$ cat config.mk
export PLATFORM = sky130hd
export DESIGN_NAME = cordic_freq_disc
export DESIGN_NICKNAME = d
export VERILOG_FILES = /design/src/rtl/cordic_freq_disc.sv
export SDC_FILE = /design/constraint.sdc
export NUM_CORES = 1
export LEC_CHECK = 0
export ABC_AREA = 1
export BUFFER_PORTS_ARGS = -buffer_cell sky130_fd_sc_hd__buf_2
export CAP_MARGIN = 20
export CORE_MARGIN = 4
export CORE_UTILIZATION = 55
export DETAILED_ROUTE_END_ITERATION = 8
export PLACE_DENSITY = 0.75
export SYNTH_ARGS = -nofsm -noshare
export SYNTH_HDL_FRONTEND = slang
export SYNTH_SLANG_ARGS = --single-unit
export TNS_END_PERCENT = 50
$ cat constraint.sdc
create_clock -name sys_clk -period 3.8 [get_ports sys_clk]
set_input_delay 0.76 -clock sys_clk [delete_from_list [all_inputs] [get_ports sys_clk]]
set_output_delay 0.76 -clock sys_clk [all_outputs]
set_load 0.01 [all_outputs]
$ cat src/rtl/cordic_freq_disc.sv
// ----------------------------------------------------------------------------
// cordic_freq_disc
//
// Phase-difference frequency discriminator fed by a CORDIC vectoring stage.
// Successive usable phases are differenced modulo 2*pi. The deltas are summed
// over a window of 2^LOG2_WIN deltas, and the mean phase step per sample
// (the normalized carrier frequency) is reported. Weak or erroneous samples
// are gated out. A run of MAX_GAP consecutive unusable samples drops lock.
//
// Ports:
//   sys_clk   in   1            clock, rising edge
//   sys_rst   in   1            synchronous active-high reset
//   ampli_in  in   9            unsigned CORDIC magnitude, Q4.5
//   theta_in  in   10           signed CORDIC phase, LSB = 2*pi/1024
//   err_in    in   1            CORDIC error flag (input was 0,0)
//   vld_in    in   1            qualifies ampli_in / theta_in / err_in
//   clr       in   1            synchronous restart (drops lock and window)
//   freq_out  out  10           signed mean phase step = sum_out >>> LOG2_WIN
//   sum_out   out  10+LOG2_WIN  signed sum of the window's deltas
//   freq_vld  out  1            one-cycle pulse when freq_out/sum_out update
//   lock      out  1            high while tracking (RUN)
//   drop      out  1            one-cycle pulse on gap-induced loss of lock
// ----------------------------------------------------------------------------
module cordic_freq_disc #(
   parameter int LOG2_WIN = 4,
   parameter int AMP_MIN  = 16,
   parameter int MAX_GAP  = 3
) (
   input  logic                  sys_clk,
   input  logic                  sys_rst,
   input  logic [8:0]            ampli_in,
   input  logic [9:0]            theta_in,
   input  logic                  err_in,
   input  logic                  vld_in,
   input  logic                  clr,
   output logic [9:0]            freq_out,
   output logic [10+LOG2_WIN-1:0] sum_out,
   output logic                  freq_vld,
   output logic                  lock,
   output logic                  drop
);

   localparam int SW = 10 + LOG2_WIN;
   localparam int GW = (MAX_GAP < 2) ? 1 : $clog2(MAX_GAP + 1);
   localparam logic [8:0]    AMP_MIN_V = 9'(AMP_MIN);
   localparam logic [GW-1:0] GAP_LAST  = GW'(MAX_GAP - 1);

   typedef enum logic {
      IDLE = 1'b0,
      RUN  = 1'b1
   } state_t;

   state_t                state_q, state_d;
   logic [9:0]            prev_q, prev_d;
   logic [SW-1:0]         acc_q, acc_d;
   logic [LOG2_WIN-1:0]   cnt_q, cnt_d;
   logic [GW-1:0]         gap_q, gap_d;
   logic [SW-1:0]         sum_q, sum_d;
   logic [9:0]            freq_q, freq_d;
   logic                  fv_q, fv_d;
   logic                  drop_q, drop_d;

   logic                  usable;
   logic [9:0]            delta;
   logic [SW-1:0]         win_sum;

   always_ff @(posedge sys_clk) begin
      if (sys_rst) begin
         state_q <= IDLE;
         prev_q  <= '0;
         acc_q   <= '0;
         cnt_q   <= '0;
         gap_q   <= '0;
         sum_q   <= '0;
         freq_q  <= '0;
         fv_q    <= 1'b0;
         drop_q  <= 1'b0;
      end else begin
         state_q <= state_d;
         prev_q  <= prev_d;
         acc_q   <= acc_d;
         cnt_q   <= cnt_d;
         gap_q   <= gap_d;
         sum_q   <= sum_d;
         freq_q  <= freq_d;
         fv_q    <= fv_d;
         drop_q  <= drop_d;
      end
   end

   // Plain 10-bit subtraction gives the modulo-2*pi delta; the +pi step
   // (512) naturally reads back as -512 in two's complement.
   assign usable  = vld_in && !err_in && (ampli_in >= AMP_MIN_V);
   assign delta   = theta_in - prev_q;
   assign win_sum = acc_q + {{LOG2_WIN{delta[9]}}, delta};

   always_comb begin
      state_d = state_q;
      prev_d  = prev_q;
      acc_d   = acc_q;
      cnt_d   = cnt_q;
      gap_d   = gap_q;
      sum_d   = sum_q;
      freq_d  = freq_q;
      fv_d    = 1'b0;
      drop_d  = 1'b0;

      if (clr) begin
         state_d = IDLE;
         acc_d   = '0;
         cnt_d   = '0;
         gap_d   = '0;
      end else if (vld_in) begin
         unique case (state_q)
            IDLE: begin
               if (usable) begin
                  prev_d  = theta_in;
                  state_d = RUN;
                  acc_d   = '0;
                  cnt_d   = '0;
                  gap_d   = '0;
               end
            end
            RUN: begin
               if (usable) begin
                  prev_d = theta_in;
                  gap_d  = '0;
                  if (cnt_q == '1) begin
                     // Top 10 bits of the sum are the arithmetic shift by
                     // LOG2_WIN, i.e. floor toward -inf.
                     sum_d  = win_sum;
                     freq_d = win_sum[LOG2_WIN +: 10];
                     fv_d   = 1'b1;
                     acc_d  = '0;
                     cnt_d  = '0;
                  end else begin
                     acc_d = win_sum;
                     cnt_d = cnt_q + 1'b1;
                  end
               end else if (gap_q == GAP_LAST) begin
                  state_d = IDLE;
                  acc_d   = '0;
                  cnt_d   = '0;
                  gap_d   = '0;
                  drop_d  = 1'b1;
               end else begin
                  gap_d = gap_q + 1'b1;
               end
            end
            default: state_d = IDLE;
         endcase
      end
   end

   assign freq_out = freq_q;
   assign sum_out  = sum_q;
   assign freq_vld = fv_q;
   assign drop     = drop_q;
   assign lock     = (state_q == RUN);

endmodule

==> flow_summary.toml, run 1 <==
[status]
status = "finished clean"

[clock_tree]
clockRootBuffer = "clkbuf_8"
clock_sinks = 47
cts_max_level = 2
cts_made_buffers = 5
clk_path_buf_depth = 2
postCtsSetupRepairBufs = 0
clk_pin_slew_ps = 80
cts_tree = "built"
insertion_delay_ps = 290

[die]
die_y_um = 81.89
row_count = 26
ios = 51
die_w_um = 81.89
start_util_pct = 57.69
die_area_mm2 = 0.006706
core_area_mm2 = 0.005205

[placed_design]
dp_cells = 527
port_buffers = 46
gp_congestion = 0.9197
hpwl_um = 5030

[sta]
worst_pin_slew_ps = 842.0
skew_ps = 7.326
finalCriticalPeriod_ps = 3508
hold_viol = 0
fmax_ghz = 0.2850
setup_viol_count_final = 0
period_share_pct = 92.33
rsz0062_at_grt = "no"
hold-worst-slack_ps = 459.6
slew_headroom_pct = 43.80
slew_viol_final = 0

[synthesis]
muxShareOfSynthArea_pct = 0
synth-compound-area-share_pct = 17.33
synth-xor-area-share_pct = 3.792
ys_seq_area_share_pct = 31.33
synthCells = 427
synth_fp_nets = 477
syn_avg_cell_area_um2 = 7.033
synthAdderAreaFrac_pct = 11.33
yosys.area_share.simple_pct = 24.17
yosysUniqueCellTypes = 35
synth_top_family_by_area = "simple AND/OR/NAND/NOR gates"
synth_area_mm2 = 0.003003
yosysWarnings = 0
synth_seq_cells = 47

[detailed_routing]
dr.pass1.iters = 4
postRouteAntennaNets = 0
routed.top_layer = "met4"
wl_met1_um = 2906
via_per_inst = 5.203
drt_iter0_markers = 101
drt_wl_total_um = 6455
routed-wl-met2_um = 3204
vias = 2773
dr_wl_met3_um = 211
drc = 0
avgRoutedWirePerCell_um = 12.11

[cells_and_area]
fin_nets = 514
fillCellCount = 504
instances_no_fill = 533
syn_to_final_growth_pct = 9.458
multi_input_area_mm2 = 0.001700
final_layout_size_suffix_gt1_share_pct = 15.77
register_area_um2 = 940.9
num_antenna_cells = 0

[critical_path]
crit_required_ps = 4000
cp_max_fo = 4
reg2reg_setup_slack_ps = 570
cp.arrival_ps = 3710
timing.rr.start = "prev_q[0]$_SDFFE_PP0P_"
cp-end-kind = "register"
crit_type = "input port to register"
crit_cells = 23
reg2reg_to = "sum_out[13]$_SDFFE_PP0P_"
cp_slowest_cell = "fa_1"
ff2ff_path_depth = 21
path_buf_inv = 3
crit_path_start_kind = "input port"
slowest_delay_ps = 410
crit_family = "compound AO/OA/AOI/OAI gates"
cp_common_cell = "nand2_1"
endpoint = "sum_out[13]$_SDFFE_PP0P_"
cp_cell_sequence = "buf_2, inv_1, ha_1, fa_1, o21ai_1, nand2_1, nand2_1, a21oi_1, o21ai_0, nand2_1, nand3_1, nand2_1, ha_1, a21oi_1, o21ai_0, nand2_1, nand2_1, a21oi_1, nand3_1, nand2_1, nand2_1, nand2_1, inv_1"
crit_path_start = "theta_in[0]"

[global_routing]
antenna_found_initial = 0
gr-total-overflow = 0
grt_pass1_vias = 2524
grtUsageTotal_pct = 20.43
grt_pass1_wl_um = 10790
grt_max_degree = 24

[worst_hold_path]
hp-class = "register to register"
holdCritStartpoint = "prev_q[3]$_SDFFE_PP0P_"

[pwr]
pwr_density_cell_mw_per_mm2 = 314.1
leakagePower_uw = 0.001585
vdd_drop_max_mv = 0.1962
total_power_uw = 1032

[flow_run]
cap_violations = 0
[how the worst min path moves through the flow]
stage               cells past startpoint                endpoint
global placement                        2  prev_q[0]$_SDFFE_PP0P_
CTS                                     2  prev_q[0]$_SDFFE_PP0P_
floorplan                               2  prev_q[0]$_SDFFE_PP0P_
global route                            2  prev_q[2]$_SDFFE_PP0P_
finish                                  2  prev_q[3]$_SDFFE_PP0P_
detailed placement                      2  prev_q[0]$_SDFFE_PP0P_
[worst register-to-register path, delay by kind of cell (launching register included)]
family / cells / cell delay [ps]
simple gates: 11 / 930
fa+ha+maj: 3 / 930
buf+inv: 1 / 30
flops: 1 / 320
compound gates: 6 / 940
[cells in the mapped netlist (all sizes together)]
| library cell | count | share of area [%] |
|---|---|---|
| o21ai | 27 | 4.8 |
| xnor2 | 11 | 3.2 |
| a21oi | 48 | 8.1 |
| a31oi | 3 | 0.63 |
| a21o | 1 | 0.25 |
| a211o | 1 | 0.29 |
| nand4 | 6 | 1.3 |
| nor4 | 2 | 0.42 |
| a211oi | 1 | 0.25 |
| o21bai | 2 | 0.50 |
| buf | 15 | 3.9 |
| nand3 | 23 | 3.8 |
| fa | 2 | 1.3 |
| o211ai | 6 | 2.3 |
| clkbuf | 5 | 0.63 |
| o22ai | 1 | 0.21 |
| nor2 | 39 | 5.0 |
| nor3 | 8 | 1.7 |
| xor2 | 2 | 0.58 |
| ha | 24 | 10 |
| inv | 60 | 7.5 |
| or2 | 1 | 0.29 |
| nand2 | 91 | 11 |
| nand3b | 1 | 0.25 |
| dfxtp | 47 | 31 |
[layout by cell type, fill, tap and decap left out, types with 2 or more instances in the layout]
| cell type | netlist | layout |
|---|---|---|
| nand2_1 | 90 | 90 |
| inv_1 | 54 | 54 |
| a21oi_1 | 47 | 47 |
| dfxtp_1 | 47 | 47 |
| buf_2 | 1 | 46 |
| nor2_1 | 38 | 38 |
| ha_1 | 24 | 24 |
| nand3_1 | 23 | 23 |
| o21ai_0 | 21 | 20 |
| xnor2_1 | 11 | 11 |
| nor3_1 | 7 | 7 |
| nand4_1 | 6 | 6 |
| inv_2 | 6 | 6 |
| o21ai_1 | 4 | 5 |
| o211ai_2 | 5 | 5 |
| clkbuf_8 | 0 | 5 |
| buf_4 | 12 | 4 |
| a31oi_1 | 3 | 3 |
| xor2_1 | 2 | 2 |
| o21bai_1 | 2 | 2 |
| nor4_1 | 2 | 2 |
| o21ai_2 | 2 | 2 |
| fa_1 | 2 | 2 |
[cell type report]
| class | instances | share of cell area (%) |
|---|---|---|
| tap | 70 | 2.665 |
| sequential | 47 | 28.63 |
| timing repair buffer | 50 | 7.918 |
| clock buffer | 6 | 2.208 |
| inverter | 60 | 6.852 |
| multi-input combinational | 300 | 51.73 |
[kinds of logic after synthesis]
logic type | Yosys count
xor gates and xnor gates | 13
DFF | 47
and+or+nand+nor | 171
adders and majority gates | 26
buffers and inverters | 80
AOI/OAI and AO/OA | 90
[power breakdown]
part	internal [uW]	total (uW)	switching (uW)
combinational	91.7	251	160
clock	123	279	156
sequential	499	501	2.81
total	713	1030	319
[layer usage]
layer / track usage [%] / up-vias
met3: 3.070 / 11
met4: 6.977 / 0
li1: - / 1456
met2: 36.43 / 51
met1: 24.85 / 1255
met5: 0 / -
[per-stage QoR]
step / setup slack [ps] / TNS [ps] / area (um^2) / utilization, %
final: 291.6 / 0 / 3287 / 63.15
after global routing: 5.563 / 0 / 3287 / 63.15
after CTS: 263.1 / 0 / 3287 / 63.15
after detailed placement: -43.96 / -43.96 / 3214 / 61.75
after global placement: 69.60 / 0 / 3214 / 61.75
after floorplan: 423.0 / 0 / 3003 / -
[state kept, by name, summed over array words and instances, names as in the netlist]
register,cells
drop,1
acc_q,14
sum_out,14
gap_q,2
prev_q,10
lock,1
freq_vld,1
cnt_q,4
[timing repair]
action,CTS,global route
gates resized for setup,0,1
setup endpoints to repair,0,1
endpoints found under the hold margin,0,0
hold buffers,0,0
(Power assumes the default switching activity.)
==> run 2, diff against run 1 <==
--- a/config.mk
+++ b/config.mk
@@ -9,9 +9,9 @@
 export BUFFER_PORTS_ARGS = -buffer_cell sky130_fd_sc_hd__buf_2
 export CAP_MARGIN = 20
 export CORE_MARGIN = 4
-export CORE_UTILIZATION = 55
+export CORE_UTILIZATION = 33
 export DETAILED_ROUTE_END_ITERATION = 8
-export PLACE_DENSITY = 0.75
+export PLACE_DENSITY = 0.49
 export SYNTH_ARGS = -nofsm -noshare
 export SYNTH_HDL_FRONTEND = slang
 export SYNTH_SLANG_ARGS = --single-unit
==> run 2 against run 1 <==
- flip-flop and latch count did not move
- global-route usage decreased by 6.5 points
- via count is 1.9% lower
- critical endpoint unchanged
- highest routed layer unchanged
==> flow_summary.toml, run 2 (synthesis gave the netlist of run 1 again) <==
[clock_tree]
postCtsHoldBufs = 0
cts_max_level = 2
clock_sinks = 47
cts_tree = "built"
postCtsSetupRepairBufs = 0
insertion_delay_ps = 300
clk_pin_slew_ps = 90
clk_path_buf_depth = 2
cts_made_buffers = 5
clockRootBuffer = "clkbuf_8"
post_cts_resized = 0

[detailed_routing]
drt_wl_total_um = 7071
postRouteAntennaNets = 0
drc = 0
vias = 2719
drt_iter0_markers = 97
dr.pass1.iters = 4
avgRoutedWirePerCell_um = 12.25
via_per_inst = 4.712

[die]
row_count = 34
die_area_mm2 = 0.01069
ios = 51
core_area_mm2 = 0.008806
die_y_um = 103.4
die_w_um = 103.4
start_util_pct = 34.10

[pwr]
p_sw_share_pct = 32.12
pwr_density_cell_mw_per_mm2 = 316.1
leakagePower_uw = 0.001608
pwr-share-clk_pct = 28.5
combPwrFrac_pct = 24.5
power_frac_seq_pct = 47.0
intPower_uw = 724.5
switchingPower_uw = 342.9
vdd_drop_max_mv = 0.1408

[critical_path]
timing.rr.start = "prev_q[0]$_SDFFE_PP0P_"
crit_required_ps = 4010
cp.arrival_ps = 3690
crit_path_start = "theta_in[0]"
cp-end-kind = "register"
crit_type = "input port to register"
crit_path_start_kind = "input port"
cp_max_fo = 4

[sta]
setup_viol_count_final = 0
slew_viol_final = 0
finalCriticalPeriod_ps = 3478
rsz0062_at_grt = "no"
fmax_ghz = 0.2875
slew_headroom_pct = 47.60
skew_ps = 6.334
worst_pin_slew_ps = 785.2
hold-worst-slack_ps = 456.6
hold_viol = 0
period_share_pct = 91.53

[cells_and_area]
post-route-util_pct = 38.35
num_antenna_cells = 0
fin_nets = 518
syn_to_final_growth_pct = 12.46
final_layout_size_suffix_gt1_share_pct = 16.84
final_cell_mix = "90 x nand2_1, 54 x inv_1, 47 x a21oi_1, 47 x dfxtp_1, 46 x buf_2"
fillCellCount = 962
final_common_cell = "nand2_1"

[global_routing]
antenna_found_initial = 0
grt_pass1_vias = 2541
gr-total-overflow = 0
grt_pass1_wl_um = 11870
grtUsageTotal_pct = 13.89
grt_max_degree = 24

[status]
status = "finished clean"

[worst_hold_path]
holdCritStartpoint = "prev_q[0]$_SDFFE_PP0P_"
hp-class = "register to register"

[flow_run]
cap_violations = 0

[placed_design]
gp_congestion = 0.8585
hpwl_um = 5671
port_buffers = 46
run 2: critical path: stages:
cell     delay, ps
buf_2           80
inv_1           30
ha_1           210
fa_1           400
o21ai_1        190
nand2_1         70
nand2_1         60
a21oi_1         80
o21ai_0        180
nand2_1         90
nand3_1         80
nand2_1         70
ha_1           320
a21oi_1        190
o21ai_0        150
nand2_1        100
nand2_1         50
a21oi_1        150
nand3_1        130
nand2_1        140
nand2_1         70
nand2_1         50
inv_1           30
run 2: path summary, 6_finish.rpt:
| check | end | slack, ps | depth (start not counted) |
|---|---|---|---|
| max | sum_out[13]$_SDFFE_PP0P_ | 320 | 23 |
| min | prev_q[0]$_SDFFE_PP0P_ | 460 | 2 |
| max reg2reg | sum_out[13]$_SDFFE_PP0P_ | 590 | 21 |
| min reg2reg | prev_q[0]$_SDFFE_PP0P_ | 460 | 2 |
run 2: through the flow:
stage	power [uW]	TNS (ps)	setup slack, ps	std cells	instance area, um^2
CTS	1093	0	236.2	577	3377
floorplan	699.7	0	423.0	427	3003
finish	1067	0	322.0	577	3377
global route	1145	0	30.86	577	3377
detailed placement	776.7	-79.74	-79.55	569	3292
global placement	775.9	-7.827	-7.827	569	3292
run 2: final cells by class:
type                            instances  area (um^2)  share of cell area, %
Inverter                               60        225.2                  6.669
Clock buffer                            6        72.57                  2.149
Tap cell                              108        135.1                  4.001
Timing Repair Buffer                   54        290.3                  8.596
Clock inverter                          2        12.51                 0.3705
Sequential cell                        47        940.9                  27.86
Multi-Input combinational cell        300         1700                  50.35
run 2: metal layers:
| metal | GRT usage, % | vias to the layer above | wire, um |
|---|---|---|---|
| met5 | 0 | - | 0 |
| met4 | 2.689 | 0 | 52 |
| met3 | 2.482 | 4 | 186 |
| met2 | 22.65 | 44 | 3324 |
| met1 | 19.31 | 1212 | 3507 |
| li1 | - | 1459 | - |
run 2: power by group through the flow:
stage / registers, uW / logic [uW] / clock network, uW
after floorplan: 513 / 187 / 0
after global placement: 513 / 263 / 0
after detailed placement: 513 / 264 / 0
after CTS: 502 / 265 / 326
after global routing: 503 / 298 / 344
final: 501 / 261 / 305
